===== config.mk =====
export PLATFORM = sky130hd
export DESIGN_NAME = xregs_master_access
export DESIGN_NICKNAME = d
export VERILOG_FILES = /design/src/rtl/xregs_master_access.sv
export SDC_FILE = /design/constraint.sdc
export NUM_CORES = 1
export LEC_CHECK = 0
export ABC_AREA = 1
export CORE_MARGIN = 2
export CORE_UTILIZATION = 44
export CTS_CLUSTER_DIAMETER = 60
export DETAILED_ROUTE_END_ITERATION = 6
export GPL_ROUTABILITY_DRIVEN = 0
export HOLD_SLACK_MARGIN = 0.03
export PLACE_DENSITY = 0.8
export SYNTH_ARGS = -nofsm -noshare
export SYNTH_HDL_FRONTEND = slang
export SYNTH_SLANG_ARGS = --single-unit

===== constraint.sdc =====
create_clock -name clk -period 1.75 [get_ports clk]
set_input_delay 0.35 -clock clk [delete_from_list [all_inputs] [get_ports clk]]
set_output_delay 0.35 -clock clk [all_outputs]
set_load 0.1 [all_outputs]

===== src/rtl/xregs_master_access.sv =====
// xregs_master_access
//   Host-side master for the xregs slave bus. Accepts one host command at a
//   time, drives a registered request/address/write/wdata to all slaves, waits
//   for the OR'ed slave acknowledge and returns a response to the host. If no
//   acknowledge arrives within TIMEOUT wait cycles, the transaction is aborted
//   with a one-cycle abort pulse and an error response.
//
// Parameters
//   ADDR_WIDTH  word address width (default 16)
//   DATA_WIDTH  data width (default 32)
//   TIMEOUT     wait cycles before abort, legal range 2..65535 (default 255)
//
// Ports
//   clk, rst                 rising-edge clock, synchronous active-high reset
//   cmd_valid/cmd_ready      host command handshake
//   cmd_write/addr/wdata     host command fields
//   request/address/write/wdata  registered bus outputs to the slaves
//   ack_comb, rdata          OR of slave acks / read data (rdata valid with ack)
//   abort                    registered one-cycle timeout pulse to the slaves
//   rsp_valid/rsp_ready      host response handshake
//   rsp_err, rsp_rdata       timeout flag, read data (0 for writes/timeouts)
//   err_count                saturating timeout counter
module xregs_master_access #(
  parameter int unsigned ADDR_WIDTH = 16,
  parameter int unsigned DATA_WIDTH = 32,
  parameter int unsigned TIMEOUT    = 255
) (
  input  logic                  clk,
  input  logic                  rst,
  input  logic                  cmd_valid,
  output logic                  cmd_ready,
  input  logic                  cmd_write,
  input  logic [ADDR_WIDTH-1:0] cmd_addr,
  input  logic [DATA_WIDTH-1:0] cmd_wdata,
  output logic                  request,
  output logic [ADDR_WIDTH-1:0] address,
  output logic                  write,
  output logic [DATA_WIDTH-1:0] wdata,
  input  logic                  ack_comb,
  input  logic [DATA_WIDTH-1:0] rdata,
  output logic                  abort,
  output logic                  rsp_valid,
  input  logic                  rsp_ready,
  output logic                  rsp_err,
  output logic [DATA_WIDTH-1:0] rsp_rdata,
  output logic [7:0]            err_count
);

  localparam logic [1:0] IDLE = 2'd0;
  localparam logic [1:0] WAIT = 2'd1;
  localparam logic [1:0] RESP = 2'd2;

  // The counter starts at 0 on the accept edge, so the abort edge is the one
  // that samples a count of TIMEOUT-1, i.e. TIMEOUT edges after request rises.
  localparam logic [15:0] LAST_WAIT = 16'(TIMEOUT - 1);

  logic [1:0]  state;
  logic [15:0] wait_cnt;

  assign cmd_ready = (state == IDLE);
  assign rsp_valid = (state == RESP);

  always_ff @(posedge clk) begin
    if (rst) begin
      state     <= IDLE;
      wait_cnt  <= '0;
      request   <= 1'b0;
      address   <= '0;
      write     <= 1'b0;
      wdata     <= '0;
      abort     <= 1'b0;
      rsp_err   <= 1'b0;
      rsp_rdata <= '0;
      err_count <= '0;
    end else begin
      abort <= 1'b0;
      case (state)
        IDLE: begin
          if (cmd_valid) begin
            state    <= WAIT;
            request  <= 1'b1;
            address  <= cmd_addr;
            write    <= cmd_write;
            wdata    <= cmd_wdata;
            wait_cnt <= '0;
          end
        end
        WAIT: begin
          // Ack is checked first so it wins over a coincident timeout.
          if (ack_comb) begin
            state     <= RESP;
            request   <= 1'b0;
            rsp_err   <= 1'b0;
            rsp_rdata <= write ? '0 : rdata;
          end else if (wait_cnt == LAST_WAIT) begin
            state     <= RESP;
            request   <= 1'b0;
            abort     <= 1'b1;
            rsp_err   <= 1'b1;
            rsp_rdata <= '0;
            if (err_count != 8'hFF) begin
              err_count <= err_count + 8'd1;
            end
          end else begin
            wait_cnt <= wait_cnt + 16'd1;
          end
        end
        RESP: begin
          if (rsp_ready) begin
            state <= IDLE;
          end
        end
        default: begin
          state   <= IDLE;
          request <= 1'b0;
        end
      endcase
    end
  end

endmodule


-- Word-level counts from Yosys, hierarchy flattened
Index checks and enable logic that the tools add are counted.
- output and inout bits: 94
- bits in registers: 110
- input bits: 86
- reductions and logical operators: 10
- muxes and demuxes: 19
- add/subtract/negate cells: 2
- bitwise logic cells: 3
- equality and inequality tests: 9
- operators with widths (operator ; number):
    $mux 32 ; 3
    $mux 16 ; 3
    $pmux 16 s2 ; 1
    $add 16x1->16 const B ; 1
    $eq 16x8->1 const B ; 1
    $add 8x1->8 const B ; 1
    $mux 2 ; 4
    $ne 8x8->1 const B ; 1
    $reduce_and 4->1 ; 2
    $mux 1 ; 6
    $ne 2x2->1 const B ; 3
    $pmux 2 s3 ; 1
    $reduce_and 3->1 ; 2
    $reduce_and 2->1 ; 2
    $reduce_bool 2->1 ; 2
    $ne 3x3->1 const B ; 1
    $not 1->1 ; 3
    $pmux 1 s3 ; 1
    $reduce_or 3->1 ; 1
    $eq 2x1->1 const B ; 1
    $eq 2x2->1 const B ; 1
    $logic_not 2->1 ; 1
    $ne 2x1->1 const B ; 1

-- Longest topological paths before layout
- depth in word-level cells: 4
- depth in mapped cells: 11
- gate-level depth less buffers: 10

-- Least setup slack after synthesis
Ideal clock, no wire load.
- path kind: register to register
- start: register state[1]
- end: register address[10]
- arrival: 2.768 ns
- data required time: 1.685 ns
- setup slack: -1.083 ns
- period minus slack after synthesis: 2.833 ns
- stages on the path, launching flop included: 8
- path buffers: 2
- setup time: 0.065 ns
- cell sequence: dfxtp_1 -> nor2_1 -> nand2_1 -> inv_1 -> buf_4 -> buf_2 -> nor2_1 -> nor2_1
- word-level cells in the longest chain between the ends: 2
- RTL lines (element ; RTL line ; RTL):
    from (decl) ; 57 ; logic [1:0] state;
    from (signal assigned) ; 65 ; state <= IDLE;
    from (signal assigned) ; 80 ; state <= WAIT;
    from (signal assigned) ; 91 ; state <= RESP;
    $logic_not 2->1 ; - ;
    via cmd_ready ; 31 ; output logic cmd_ready,
    $reduce_and 2->1 (no line) ; - ;
    to (signal assigned) ; 82 ; address <= cmd_addr;
    to (decl) ; 36 ; output logic [ADDR_WIDTH-1:0] address,
The timed path passes the listed nets, and every way through them passes these cells.
A chain may end at the register's enable or synchronous reset.

-- Final worst setup path
- start: register state[1]
- end: output port rsp_valid
- word-level cells in the longest chain between the ends: 1
- RTL lines (element ; RTL line ; RTL):
    $eq 2x2->1 ; 61 ; assign rsp_valid = (state == RESP);
    to (decl) ; 42 ; output logic rsp_valid,
Every way passes these cells.

==> flow_summary.toml <==
[outcome]
outcome = "complete, no violations"

[yosys]
netlist_area_um2 = 4670
synth_top_area_share_pct = 47.1
syn_nets = 748
ys_ff_latch = 110
synthCells = 659
ys_types = 29
synth-xor-area-share_pct = 0.562
synth_top_family_by_area = "simple AND/OR/NAND/NOR gates"
synth-simple-area-share_pct = 31.1
synthMuxAreaShare_pct = 0
synth-compound-area-share_pct = 13.9
avgSynthCellArea_um2 = 7.09
synthTopCellsByArea = "dfxtp_1, nor2_1, nand2_1, nand3_1, o21ai_0"
yosysSeqAreaShare_pct = 47.1
yosysTopAreaCell = "dfxtp_1"
synth_fa_ha_area_share_pct = 0.803
synth_warnings = 0

[worst_setup_path]
end_kind = "primary output"
crit_path_max_incr_delay_ns = 0.48
crit_arrival_ns = 1.32
crit_type = "reg -> out"
critPathSlowestCell = "dfxtp_1"
cp.required_ns = 1.40
start_kind = "register"
crit_fanout = 4
crit_chain = "inv_1, nor2_2, buf_12"

[clock_network]
cts_tree = "yes"
cts_buffers = 9
h-tree-depth = 3
clk_pin_slew_worst_paths_ns = 0.12
clock-root-buffer = "clkbuf_8"
clock_sinks = 110
clock_latency_ns = 0.38
clock_path_buffers = 2
postCtsHoldBufs = 0

[routing]
drc = 0
routedWlPerCell_um = 16.1
ant_nets = 0
drt_iter0_drc = 340
vias = 5272
dr.pass1.iters = 6
wirelength_mm = 15.8
viasPerCell = 5.37

[timing]
finalSetupTns_ns = 0
slew_viol_final = 0
tightestPinTransition_ns = 0.532
whs_ns = 0.515
setup_ws_ns = 0.0782
min_period_over_period_pct = 95.5
fmax_ghz = 0.598
setup_viol = 0
fin_skew_ns = 0.0161
slew_headroom_pct = 64.4
min_period_ns = 1.67
hold_violations = 0

[power_and_ir_drop]
fin_total_pwr_mw = 6.72
vdd_drop_max_mv = 0.555
p_leak_nw = 3.16
powerDensity_nw_per_um2 = 846

[floorplan]
initial_utilization_pct = 45.3
die_x_um = 107
die_h_um = 107
num_rows = 37
core_um2 = 10300
die_area_um2 = 11500
io_pins = 180

[layout]
seq_area_um2 = 2220
postLayoutCellArea_um2 = 7950
nets = 929
area_growth_pct = 70.1
drive_above_1_share_pct = 19.6
antenna_cells = 0
fillCellCount = 653
multiInputGateArea_um2 = 2210

[global_route]
grt_pass1_vias = 5326
grt_pass1_wl_mm = 25.6
antenna_found_initial = 0
grt_overflow = 0
grtUsageTotal_pct = 27.9
grt_max_degree = 54

[placement]
dp_hpwl_mm = 12.0
place_ws_ns = -0.125
io_buffers = 179
place_area_um2 = 7710

[flow_run]
drv_cap = 0

[min_path]
hp-class = "in -> reg"
[power by group]
part	switching, mW	internal, mW	leakage, nW	total (mW)
Combinational	1.46	0.877	2.16	2.34
Clock	0.965	0.594	0.0977	1.56
Sequential	0.173	2.65	0.909	2.82
Total	2.60	4.12	3.16	6.72
[path summary, 6_finish.rpt]
| path | depth (start not counted) | slack (ns) | startpoint | endpoint |
|---|---|---|---|---|
| max | 3 | 0.08 | state[1] | rsp_valid |
| min | 3 | 0.51 | rdata[31] | rsp_rdata[31] |
| max reg2reg | 7 | 0.11 | err_count[0] | err_count[2] |
| min reg2reg | 2 | 0.53 | wait_cnt[7] | wait_cnt[7] |
[cell families after synthesis]
family / count (synthesis)
adder cells (fa/ha/maj): 3
flip-flops: 110
AO/OA/AOI/OAI: 123
AND/OR/NAND/NOR: 350
buffers and inverters: 70
XOR/XNOR: 3
[worst max-delay path, delay by kind of cell, from the launching register on]
kind                   cells  cell delay, ns
flip-flops                 1            0.48
buffers and inverters      2            0.31
AND/OR/NAND/NOR            1            0.17
[per-stage QoR]
stage / utilization, % / instances
finish: 77.0 / 981
global route: 77.0 / 981
CTS: 76.5 / 979
detailed placement: 74.6 / 963
global placement: 74.6 / 963
floorplan: - / 659
[flip-flops by register name, summed over array words and instances (netlist names)]
name	cells
abort	1
address	16
err_count	8
request	1
rsp_err	1
rsp_rdata	32
state	2
wait_cnt	16
wdata	32
write	1
[layer usage]
metal  up-vias  wire length [um]  GRT usage, %
met1      2470              5610          30.2
met3        47              1540          10.2
met5         -                 0             0
li1       2505                 -             -
met2       250              8200          48.9
met4         0               488          11.2
[cell type report]
cell class	instances	area share [%]
multi-input combinational	479	27.8
clock buffer	10	1.73
tap	136	2.14
clock inverter	6	0.708
timing repair buffer	205	38.0
inverter	35	1.68
sequential	110	28.0
[what timing repair did]
action / in CTS / in global routing
gates resized for setup: 0 / 13
setup endpoints to repair: 0 / 51
setup buffers: 0 / 2
[synthesized netlist by cell type]
library cell / count
nand2_2: 1
buf_1: 1
buf_4: 3
buf_2: 10
nand3_1: 63
a22oi_1: 7
nor3_4: 1
buf_6: 2
nand3b_1: 1
xnor2_1: 1
a21oi_4: 1
nand2_1: 117
or2_0: 1
nor2_4: 2
nor3_1: 2
nor4_1: 3
o21bai_1: 2
dfxtp_1: 110
inv_2: 2
o21ai_0: 63
xor2_1: 2
clkbuf_1: 19
a211oi_1: 1
ha_1: 3
nand4_1: 5
a21oi_1: 49
inv_4: 1
nor2_1: 154
inv_1: 32
[cells in the final DEF (no fill, tap or decap), drive strengths merged]
master,count
nand4,5
nor3,3
clkinvlp,1
or2,1
nand2,118
ha,3
clkdlybuf4s50,85
nor4,3
a211oi,1
xnor2,1
dfxtp,110
nand3b,1
a21oi,50
clkbuf,10
xor2,2
o21ai,63
a22oi,7
nand3,63
buf,120
o21bai,2
nor2,156
inv,40
(Power assumes the default switching activity.)
